### config.mk
export PLATFORM = sky130hd
export DESIGN_NAME = midi_rx_ring_writer
export DESIGN_NICKNAME = d
export VERILOG_FILES = /design/src/rtl/midi_rx_ring_writer.sv
export SDC_FILE = /design/constraint.sdc
export NUM_CORES = 1
export LEC_CHECK = 0
export CORE_UTILIZATION = 47
export CTS_BUF_LIST = sky130_fd_sc_hd__clkbuf_8
export DETAILED_ROUTE_END_ITERATION = 8
export PLACE_DENSITY = 0.94
export SYNTH_ARGS = -nofsm -noshare
export SYNTH_HDL_FRONTEND = slang
export SYNTH_SLANG_ARGS = --single-unit
### constraint.sdc
create_clock -name wb_clk_i -period 2.8 [get_ports wb_clk_i]
set_input_delay 0.56 -clock wb_clk_i [delete_from_list [all_inputs] [get_ports wb_clk_i]]
set_output_delay 0.56 -clock wb_clk_i [all_outputs]
set_load 0.01 [all_outputs]
### src/rtl/midi_rx_ring_writer.sv
// Wishbone master that stores received MIDI bytes into a circular region of a byte-wide RAM
// and publishes the committed write pointer; bytes that cannot be stored are dropped and flagged.
module midi_rx_ring_writer #(
  parameter logic [7:0] BASE_ADDR   = 8'h00,
  parameter int         DEPTH_LOG2  = 4,
  parameter int         ACK_TIMEOUT = 15
) (
  input  logic                  wb_clk_i,
  input  logic                  wb_rst_i,
  input  logic [7:0]            rx_data_i,
  input  logic                  rx_valid_i,
  output logic [7:0]            wb_adr_o,
  output logic [7:0]            wb_dat_o,
  output logic                  wb_we_o,
  output logic                  wb_stb_o,
  output logic                  wb_cyc_o,
  input  logic                  wb_ack_i,
  input  logic [DEPTH_LOG2:0]   rd_ptr_i,
  output logic [DEPTH_LOG2:0]   wr_ptr_o,
  output logic [DEPTH_LOG2:0]   count_o,
  output logic                  full_o,
  output logic                  ovf_o,
  output logic                  err_o,
  input  logic                  flag_clr_i
);

  localparam int PW = DEPTH_LOG2 + 1;
  localparam logic [PW:0] RING_SIZE = (PW + 1)'(1) << DEPTH_LOG2;
  localparam logic [7:0]  TMO_LAST  = 8'(ACK_TIMEOUT - 1);

  typedef enum logic {
    IDLE  = 1'b0,
    WRITE = 1'b1
  } state_t;

  state_t          state;
  logic [7:0]      hold_q;
  logic [7:0]      adr_q;
  logic [7:0]      tmo_cnt;
  logic            stb_q;
  logic [PW-1:0]   wr_ptr;
  logic            ovf_q;
  logic            err_q;

  logic            in_flight;
  logic [PW:0]     occupancy;
  logic            ack_now;
  logic            accept;
  logic            drop;
  logic            timeout;
  logic [PW-1:0]   wr_ptr_inc;
  logic [PW-1:0]   ptr_next;

  // Occupancy counts the byte on the bus so the ring can never be overcommitted.
  // One extra bit keeps a runaway read pointer from wrapping occupancy back below full.
  assign in_flight  = (state == WRITE);
  assign count_o    = wr_ptr - rd_ptr_i;
  assign occupancy  = {1'b0, count_o} + (PW + 1)'(in_flight);
  assign full_o     = (occupancy >= RING_SIZE);

  assign ack_now    = in_flight && wb_ack_i;
  assign wr_ptr_inc = wr_ptr + PW'(1);
  assign ptr_next   = ack_now ? wr_ptr_inc : wr_ptr;

  // While a write is pending without ack, a new byte has nowhere to go. On the ack edge the
  // in-flight byte is already counted in occupancy, so full_o equals "full after the commit".
  assign accept     = rx_valid_i && !full_o && (!in_flight || wb_ack_i);
  assign drop       = rx_valid_i && !accept;
  assign timeout    = in_flight && !wb_ack_i && (tmo_cnt == TMO_LAST);

  // NOTE: all state below is updated with non-blocking assignments so every register samples
  // the pre-edge values of its peers; blocking here would create order-dependent behaviour.
  always_ff @(posedge wb_clk_i) begin
    if (wb_rst_i) begin
      state   <= IDLE;
      hold_q  <= '0;
      adr_q   <= '0;
      tmo_cnt <= '0;
      stb_q   <= 1'b0;
      wr_ptr  <= '0;
      ovf_q   <= 1'b0;
      err_q   <= 1'b0;
    end else begin
      // A new event on the same edge as a clear wins.
      ovf_q <= drop    | (ovf_q & ~flag_clr_i);
      err_q <= timeout | (err_q & ~flag_clr_i);

      if (ack_now) begin
        wr_ptr <= wr_ptr_inc;
      end

      if (accept) begin
        hold_q  <= rx_data_i;
        adr_q   <= BASE_ADDR + 8'(ptr_next[DEPTH_LOG2-1:0]);
        tmo_cnt <= '0;
        stb_q   <= 1'b1;
        state   <= WRITE;
      end else if (ack_now || timeout) begin
        tmo_cnt <= '0;
        stb_q   <= 1'b0;
        state   <= IDLE;
      end else if (in_flight) begin
        tmo_cnt <= tmo_cnt + 8'd1;
      end
    end
  end

  assign wb_adr_o = adr_q;
  assign wb_dat_o = hold_q;
  assign wb_stb_o = stb_q;
  assign wb_cyc_o = stb_q;
  assign wb_we_o  = stb_q;
  assign wr_ptr_o = wr_ptr;
  assign ovf_o    = ovf_q;
  assign err_o    = err_q;

endmodule

# Word level (Yosys, flattened, before mapping)
# Cells that the tools add are included.
[totals]
regBits = 28
inputBits = 18
output_inout_bits = 32
elab_cells = 36
[op_classes]
add_sub_neg = 4
magnitude_cmp = 1
n_eq_ne = 1
muxes = 3
bitwise_logic = 5
n_reduce_logical = 14
[op_table]
columns = ["operator", "count"]
rows = [
  ["adder 8 x 1 -> 8 bit (second input constant)", 1],
  ["== test 8 x 4 -> 1 bit (second input constant)", 1],
  ["adder 5 x 1 -> 6 bit", 1],
  ["greater-or-equal comparator 6 x 5 -> 1 bit (second input constant)", 1],
  ["logical AND 1 bit", 6],
  ["adder 5 x 1 -> 5 bit (second input constant)", 1],
  ["subtractor 5 bit", 1],
  ["zero test 1 bit", 4],
  ["two-way mux 4 bit", 1],
  ["OR reduction 3 bit", 1],
  ["AND 1 bit", 2],
  ["logical OR 1 bit", 2],
  ["two-way mux 1 bit", 2],
  ["bitwise OR 1 bit", 2],
  ["nonzero test 2 bit", 1],
  ["NOT 1 bit", 1],
]

# Logic depth before layout (Yosys ltp)
# Gate-level depths: netlist (run 1).
[logic_depth]
ltp_word = 9
mapped_depth = 10
mapped_depth_nobuf = 9

# Worst setup path after synthesis (run 1)
# No wires, ideal clock.
[synth_timing]
path_kind = "input -> output"
from = "input port rd_ptr_i[0]"
to = "output port full_o"
arrival_ns = 2.052
t_required_ns = 2.240
path_slack_ns = 0.188
cell_stages = 7
path_buffers = 0
cell_sequence = "ha_1 inv_1 fa_1 xor2_1 nand4_1 nor3b_4 or2_2"
[synth_between]
elab_chain_len = 3
[synth_rtl]
columns = ["item", "line_no", "text"]
rows = [
  ["start: declaration", "18", "input logic [DEPTH_LOG2:0] rd_ptr_i,"],
  ["subtractor 5 bit", "57", "assign count_o = wr_ptr - rd_ptr_i;"],
  ["via count_o[2]", "20", "output logic [DEPTH_LOG2:0] count_o,"],
  ["adder 5 x 1 -> 6 bit", "58", "assign occupancy = {1'b0, count_o} + (PW + 1)'(in_flight);"],
  ["greater-or-equal comparator 6 x 5 -> 1 bit", "59", "assign full_o = (occupancy >= RING_SIZE);"],
  ["end: declaration", "21", "output logic full_o,"],
]
# The timed path passes the listed nets, and every way through them passes these cells.

# Worst setup path in the final report (run 1)
[layout_timing]
from = "input port rd_ptr_i[3]"
to = "output port full_o"
[layout_between]
elab_chain_len = 3
[layout_rtl]
columns = ["item", "line_no"]
rows = [
  ["subtractor 5 bit", "57"],
  ["adder 5 x 1 -> 6 bit", "58"],
  ["greater-or-equal comparator 6 x 5 -> 1 bit", "59"],
]
# Every way passes these cells.

==> run summary, run 1 <==
The run finished with clean final reports. Across the run, the number of max-cap violations was 0. The number of warnings issued by yosys is 0.

The design internal power is 649 uW. The library cell occupying the most area in the post-synthesis netlist is dfxtp_1. Counting cells, the worst reg-to-reg path comes to 11. The worst-case headroom to the max-slew limit is 66.6%.

The share of total power dissipated in sequential elements is 48.3%. The async set-or-reset flop fraction in the synthesized netlist came out at 0%. The top flip-flop cell by instance count after synthesis is dfxtp_1. For this design the ratio of total power to cell area is 399 mW/mm^2.

After routing the design area is 0.00217 mm^2. The smallest setup slack after layout is 0.0654 ns. Leaving out filler cells and counting taps, the final layout contains 262. Dividing the final minimum period by the clock period gives 97.7%.

The internal reg-to-reg setup slack is 0.12 ns. The arrival time reported for the critical path endpoint came out at 2.17 ns. The TritonCTS sink count is 28. The minimum clock period came out at 2.73 ns.

The count of antenna diodes in the layout came out at 0. The proportion of power drawn by the clock network is 29.0%. The setup path with the least slack is of type input pin to output port. The cell area after placement is 0.00205 mm^2.

The half-perimeter wire length of the detailed placement result came out at 2.53 mm. The clock input transition at the sequential cells of the worst setup and hold paths came out at 0.09 ns. The number of hold buffers added after CTS was 0. The total via count after detailed routing came out at 1275. The number of max-slew violations in the final report is 0. The initial core utilization came out at 49.5%.

The sum of internal, switching and leakage power is 866 uW. The mean post-synth cell area came out at 9.37 um^2. TritonCTS built the clock tree.

The number of I/O pins came out at 50. The maximum clock rate came out at 366 MHz. The termination of the worst setup path is full_o. The DRC violation count after routing is 0. The fraction of the mapped netlist area in adder cells came out at 7.18%. The share of cell area taken by muxes after synthesis is 9.35%. The relative area change from synthesis to final layout came out at 45.0%. The worst clock skew came out at 0.00219 ns. The number of hold violations in the final report came out at 0.

STA classifies the critical path endpoint as an output port. The cell area after synthesis is 0.00150 mm^2. The remaining number of nets flagged by the antenna check after routing came out at 0. The aggregate routed wire length is 3.49 mm.

The number of stages on the worst hold path is 2. The post-placement cell count is 254. By area, the combinational part of the netlist is dominated by simple AND/OR/NAND/NOR gates.

The type of the tightest min-delay check is flop to flop. Of all nets on the critical path, the largest fanout is 2. The most critical setup path has its startpoint at rd_ptr_i[3]. The combinational group share of total power came out at 22.7%. The worst register-to-register path ends at wb_adr_o[3].

Of the total power, the share spent switching nets is 25.1%. The number of global-route vias before repair came out at 1310. The maximum ir drop on the vdd rail is 408 uV. The initial antenna violation count came out at 0. The floorplan step set the die width to 58.5 um.

Dividing the detail-routed via count by the number of cells gives 4.87. The die boundary height is 58.5 um. The setup TNS after final layout is 0 ns.

The initial DRC count came out at 20. The final count of negative-setup-slack endpoints came out at 0. The congestion estimate from routability-driven global placement came to 0.800.

The routed length per placed instance is 13.3 um. Prior to clock tree synthesis, the placed netlist has a worst setup slack of -0.670 ns. The commonest cells after synthesis are dfxtp_1 (28), nand2b_1 (18), nor2_1 (16). The number of buffers added by the clock tree synthesis step is 3. The actual slew at the worst max-slew pin is 0.500 ns. Clock tree synthesis selected as its root buffer the cell clkbuf_8. Summing the areas of all compound-gate instances in the mapped netlist gives 6.09% of the synthesized area.

In this run the number of H-tree levels came out at 1. Buffers placed on the I/O ports in this run total 45. Final hold analysis gives a worst-case slack of 0.482 ns. The number of cell rows came out at 20.

The proportion of netlist area held by the largest area contributor is 37.4%. After synthesis, flip-flops and latches occupy 37.4% of the total area. The beginning of the worst register-to-register path is wr_ptr_o[0]. The total core area is 0.00303 mm^2. The fraction of the core area covered by cells at the end of the flow is 71.8%. STA classifies the critical path startpoint as an input pin. The analysis attributes to cell leakage a power of 0.895 nW. The die covers 0.00342 mm^2.

Summed over all layers, the global routing overflow is 0. The clock network latency to the later pin of the worst-skew pair came out at 0.27 ns. The number of unique standard cell types used by synthesis came out at 33.

The first global-routing pass estimated 5.66 mm of wire. The switching power total is 217 uW. Sorting the synthesized cells by area gives the leading types as dfxtp_1 (37%), nand2b_1 (7.5%), ha_1 (5.8%). The most numerous cell in the Yosys netlist is dfxtp_1. The post-synthesis share of cell area spent on xor and xnor gates is 8.68%.

After Yosys synthesis, and, or, nand and nor cells account for 24.0% of the synthesized area. STA puts the critical path data required time at 2.24 ns. The number of instances in the synthesized netlist is 160.

The largest net degree at the start of global routing came out at 17. The net count of the finished layout is 245. The synthesized design contains 28 register bits.

The share of post-route cells with drive strength above 1 came out at 18.8%. The overall fraction of global-route tracks in use is 21.7%. The iteration count of the initial detailed-routing pass is 4. The number of synthesized flops with an enable pin is 0. Counting along the longest clock path gives a buffer depth of 2.
==> final cells by class <==
class	count	area [um^2]
clock buffer	4	55.1
fill	217	855
inverter	9	33.8
multi-input combinational	115	880
sequential	28	561
tap	44	55.1
timing repair buffer	62	589
==> worst min path at each step <==
stage / start / endpoint / slack (ns)
floorplan: ovf_o / ovf_o / 0.48
global placement: ovf_o / ovf_o / 0.46
detailed placement: wb_dat_o[0] / wb_dat_o[0] / 0.47
CTS: wb_dat_o[4] / wb_dat_o[4] / 0.49
global route: wb_dat_o[2] / wb_dat_o[2] / 0.51
finish: wb_dat_o[4] / wb_dat_o[4] / 0.48
==> flip-flops by register name, indices dropped and copies added (netlist names) <==
signal	flops
wb_cyc_o	1
ovf_o	1
tmo_cnt	8
err_o	1
wb_adr_o	4
wb_dat_o	8
wr_ptr_o	5
==> logic make-up (layout without fill, tap and decap cells) <==
logic type	count (synthesis)	in the layout
buffers and inverters	20	75
adder cells (fa/ha/maj)	8	8
AND/OR/NAND/NOR	64	64
AO/OA/AOI/OAI	13	13
other	1	4
flip-flops	28	28
XOR/XNOR	14	14
multiplexers	12	12
==> worst max-delay path, cell delays in order <==
cell and delay, ns:
clkdlybuf4s50_1 0.48, inv_1 0.05, ha_1 0.30, buf_4 0.15, a21oi_4 0.15, xnor2_2 0.10
or2_4 0.27, buf_6 0.12
==> power groups by stage <==
stage               sequential [mW]  clock (mW)  combinational [mW]
floorplan                     0.432           0              0.0860
global placement              0.427           0               0.179
detailed placement            0.427           0               0.184
CTS                           0.419       0.258               0.194
global route                  0.420       0.271               0.211
finish                        0.419       0.251               0.197
==> routing by layer <==
metal  vias to the layer above  GRT usage (%)  share of wire [%]
li1                        632              -                  -
met1                       597           24.9                 41
met2                        38           39.2                 52
met3                         8           4.62                4.8
met4                         0           8.16                2.0
met5                         -              0                  0
==> timing repair <==
action | 4_1_cts | 5_1_grt
resized for setup | 24 | 3
endpoints found under the setup margin | 9 | 5
pin swaps | 8 | 6
buffers inserted | 3 | 1
==> cells in the final DEF (no fill, tap or decap), types with 2 or more instances in the layout <==
| cell | instances |
|---|---|
| xnor2_1 | 5 |
| nor2_1 | 16 |
| and3_1 | 2 |
| inv_2 | 3 |
| ha_1 | 5 |
| nand3_1 | 5 |
| inv_1 | 6 |
| clkdlybuf4s50_1 | 38 |
| nand2b_1 | 18 |
| buf_4 | 15 |
| nand2_1 | 7 |
| o31ai_1 | 2 |
| xor2_1 | 7 |
| nand4_1 | 5 |
| a21oi_2 | 2 |
| mux2i_1 | 8 |
| nor2b_1 | 5 |
| mux2_4 | 4 |
| dfxtp_1 | 28 |
| clkbuf_8 | 4 |
| dlygate4sd2_1 | 3 |
| a21oi_1 | 5 |
| buf_6 | 2 |
| conb_1 | 4 |
Note: power is estimated with default switching activity, not from simulation.
==> run 2: changes to the inputs <==
CORE_MARGIN = 2   (was unset)
CORE_UTILIZATION = 40   (was 47)
PLACE_DENSITY = 0.83   (was 0.94)
TNS_END_PERCENT = 10   (was unset)
==> run summary, run 2 (synthesis results as in run 1) <==
For this block, wires on met1 add up to 1.42 mm. The required time at the endpoint of the critical path is 2.96 ns. The relative area change from synthesis to final layout is 44.5%.

The arrival time reported for the critical path endpoint is 2.89 ns. The core region is 0.00363 mm^2. The count of input and output buffers came out at 45. The detailed-route vias per instance came out at 4.66. The critical path in this run is classified as input pin to flop. The run finished with clean final reports.

After legalization and detailed placement, the total HPWL measured 2.23 mm. The cell family contributing the most delay on the critical path is buffers and inverters. The maximum level of the CTS H-tree came out at 1. The routed length per placed instance is 11.4 um. The internal reg-to-reg setup slack is 0.11 ns. The worst register-to-register path begins at wr_ptr_o[0]. Of all nets on the critical path, the largest fanout is 5. The count of antenna diodes in the layout came out at 0. The library cell contributing the largest single delay on the critical path is clkdlybuf4s50_1.

The largest net degree at the start of global routing is 18. At the end of routability-driven placement, the weighted congestion stood at 0.859. The longest individual stage delay on the worst path came out at 0.45 ns. The setup TNS after final layout is 0 ns. The cell area after placement came out at 0.00206 mm^2. The number of global-route vias before repair came to 1122.

The maximum clock rate came out at 367 MHz. The die span in x came out at 65.2 um. The power per cell area came out at 379 mW/mm^2. The sum of internal, switching and leakage power came out at 820 uW.

For this design, the sink count on the clock tree is 28. The most critical setup path has its startpoint at rd_ptr_i[2]. The first global-routing pass estimated 4.75 mm of wire. In this run the static leakage power is 0.901 nW. The sum of met3 wire segment lengths after detailed routing came out at 129 um.

The initial antenna violation count is 0. The critical path ends at wb_adr_o[3]. The cell with the most instances on the worst path is buf_4.

The worst-case IR drop observed on VDD is 246 uV. The worst setup path is launched from an input pin. The number of max-slew violations in the final report is 0. After clock tree synthesis, the clock-pin slew on the worst setup and hold paths is 0.09 ns. The overall fraction of global-route tracks in use is 14.2%. Counting along the longest clock path gives a buffer depth of 2. The worst hold slack is 0.458 ns.

The final count of negative-setup-slack endpoints came out at 0. The smallest setup slack after layout came out at 0.0740 ns. The aggregate routed wire length is 3.01 mm. The worst clock skew came out at 0.00543 ns. The number of nets in the layout is 244. The detailed router finished its first iteration with 60 violations. The worst path buffer plus inverter count came out at 5. Walking the worst path, the cells encountered are clkdlybuf4s50_1, inv_1, ha_4, a21o_1, a21oi_4, xnor2_2, buf_4, buf_4, buf_6, or3_4, mux2_4. The worst path in the final design needs a cycle of 2.73 ns, including I/O delays and setup. The DRC violation count after routing is 0. Setup repair after global routing could not meet its margin everywhere. The most common cell after layout, fill and taps aside is clkdlybuf4s50_1. The post-placement cell count came out at 258. The global route total overflow is 0. The category of the worst setup path capture point is a flop. The initial core utilization is 41.3%. Measured on the finished design, the core utilization comes to 59.6%. Of the available clock period, the critical path in the final layout requires 97.4%. For this run, the detailed router's first-pass iteration total came to 4. The die boundary height came out at 65.2 um.

Summed over all nets, wire length on met2 after detailed routing comes to 1.46 mm. The path class of the tightest hold or removal check is flop to flop. The capture point of the worst reg-to-reg path is wb_adr_o[3]. Clock tree synthesis inserted a total of 3 buffers. The top cell types in the final layout, fill and taps aside, are clkdlybuf4s50_1 (38), dfxtp_1 (28), nand2b_1 (18), nor2_1 (16), buf_4 (15).

Pin placement for this block handled 50 I/O pins. In this run the clock root is driven by a clkbuf_8. The highest metal layer carrying signal wires in the routed design is met4. Max-cap violations in this run came to 0. The remaining number of nets flagged by the antenna check after routing came out at 0. The number of buffers inserted for hold repair after clock tree synthesis is 0.

Row generation in the floorplan step produced 22 rows. Of the cells placed in the final design, the portion with a size suffix greater than 1 is 18.1%. TritonCTS built the clock tree. The routed layout has 1231 vias. Leaving out filler cells and counting taps, the final layout contains 264. In this run the number of cells on the critical path is 11.

Timing analysis after detailed placement gives a worst setup slack of -0.629 ns. Clock latency on the worst-skew pair, taken at its later pin, is 0.27 ns. The number of hold violations in the final report is 0. The design area came out at 0.00217 mm^2. The area of the die is 0.00425 mm^2. The cell count of the worst reg-to-reg path came out at 12.
[run 2: cell count changes in the layout (fill, tap and decap cells not counted), sizes merged]
cell	before	now
dlymetal6s2s	1	3
dlygate4sd2	3	1
clkbuf	4	3
clkdlybuf4s15	1	0
[run 2: worst reg2reg max path: cells and delay by family (launching register included)]
kind	cells	cell delay, ns
compound gates	2	0.38
xor+xnor	1	0.09
flops	1	0.32
fa+ha+maj	2	0.56
mux	1	0.31
buf+inv	5	0.51
simple gates	1	0.43
[run 2: cell type report]
| cell class | count | area, um^2 |
|---|---|---|
| fillers | 314 | 1470 |
| multi-input cells | 115 | 877 |
| repair buffers | 61 | 593 |
| flip-flops and latches | 28 | 561 |
| well taps | 48 | 60.1 |
| clock buffers | 3 | 41.3 |
| inverters | 9 | 33.8 |
[run 2: layer usage]
metal | global-route usage [%] | vias to the layer above
met5 | 0 | -
met2 | 24.0 | 31
met4 | 3.13 | 0
li1 | - | 630
met3 | 3.77 | 2
met1 | 18.2 | 568
[run 2: repair_timing]
action,4_1_cts,5_1_grt
hold endpoints to repair,0,0
setup endpoints to repair,9,7
pin swaps,3,7
setup buffers,1,2
resized for setup,13,12
[run 2: how the worst min path moves through the flow]
stage	start	end	slack [ns]	cells past startpoint
global placement	ovf_o	ovf_o	0.45	2
finish	ovf_o	ovf_o	0.46	2
floorplan	ovf_o	ovf_o	0.48	2
global route	ovf_o	ovf_o	0.47	2
CTS	ovf_o	ovf_o	0.46	2
detailed placement	ovf_o	ovf_o	0.45	2
[run 2: report_power, final]
| group | total [mW] | switching, mW | internal (mW) |
|---|---|---|---|
| clock network | 0.212 | 0.115 | 0.0964 |
| registers | 0.418 | 0.00737 | 0.410 |
| logic | 0.190 | 0.0789 | 0.112 |
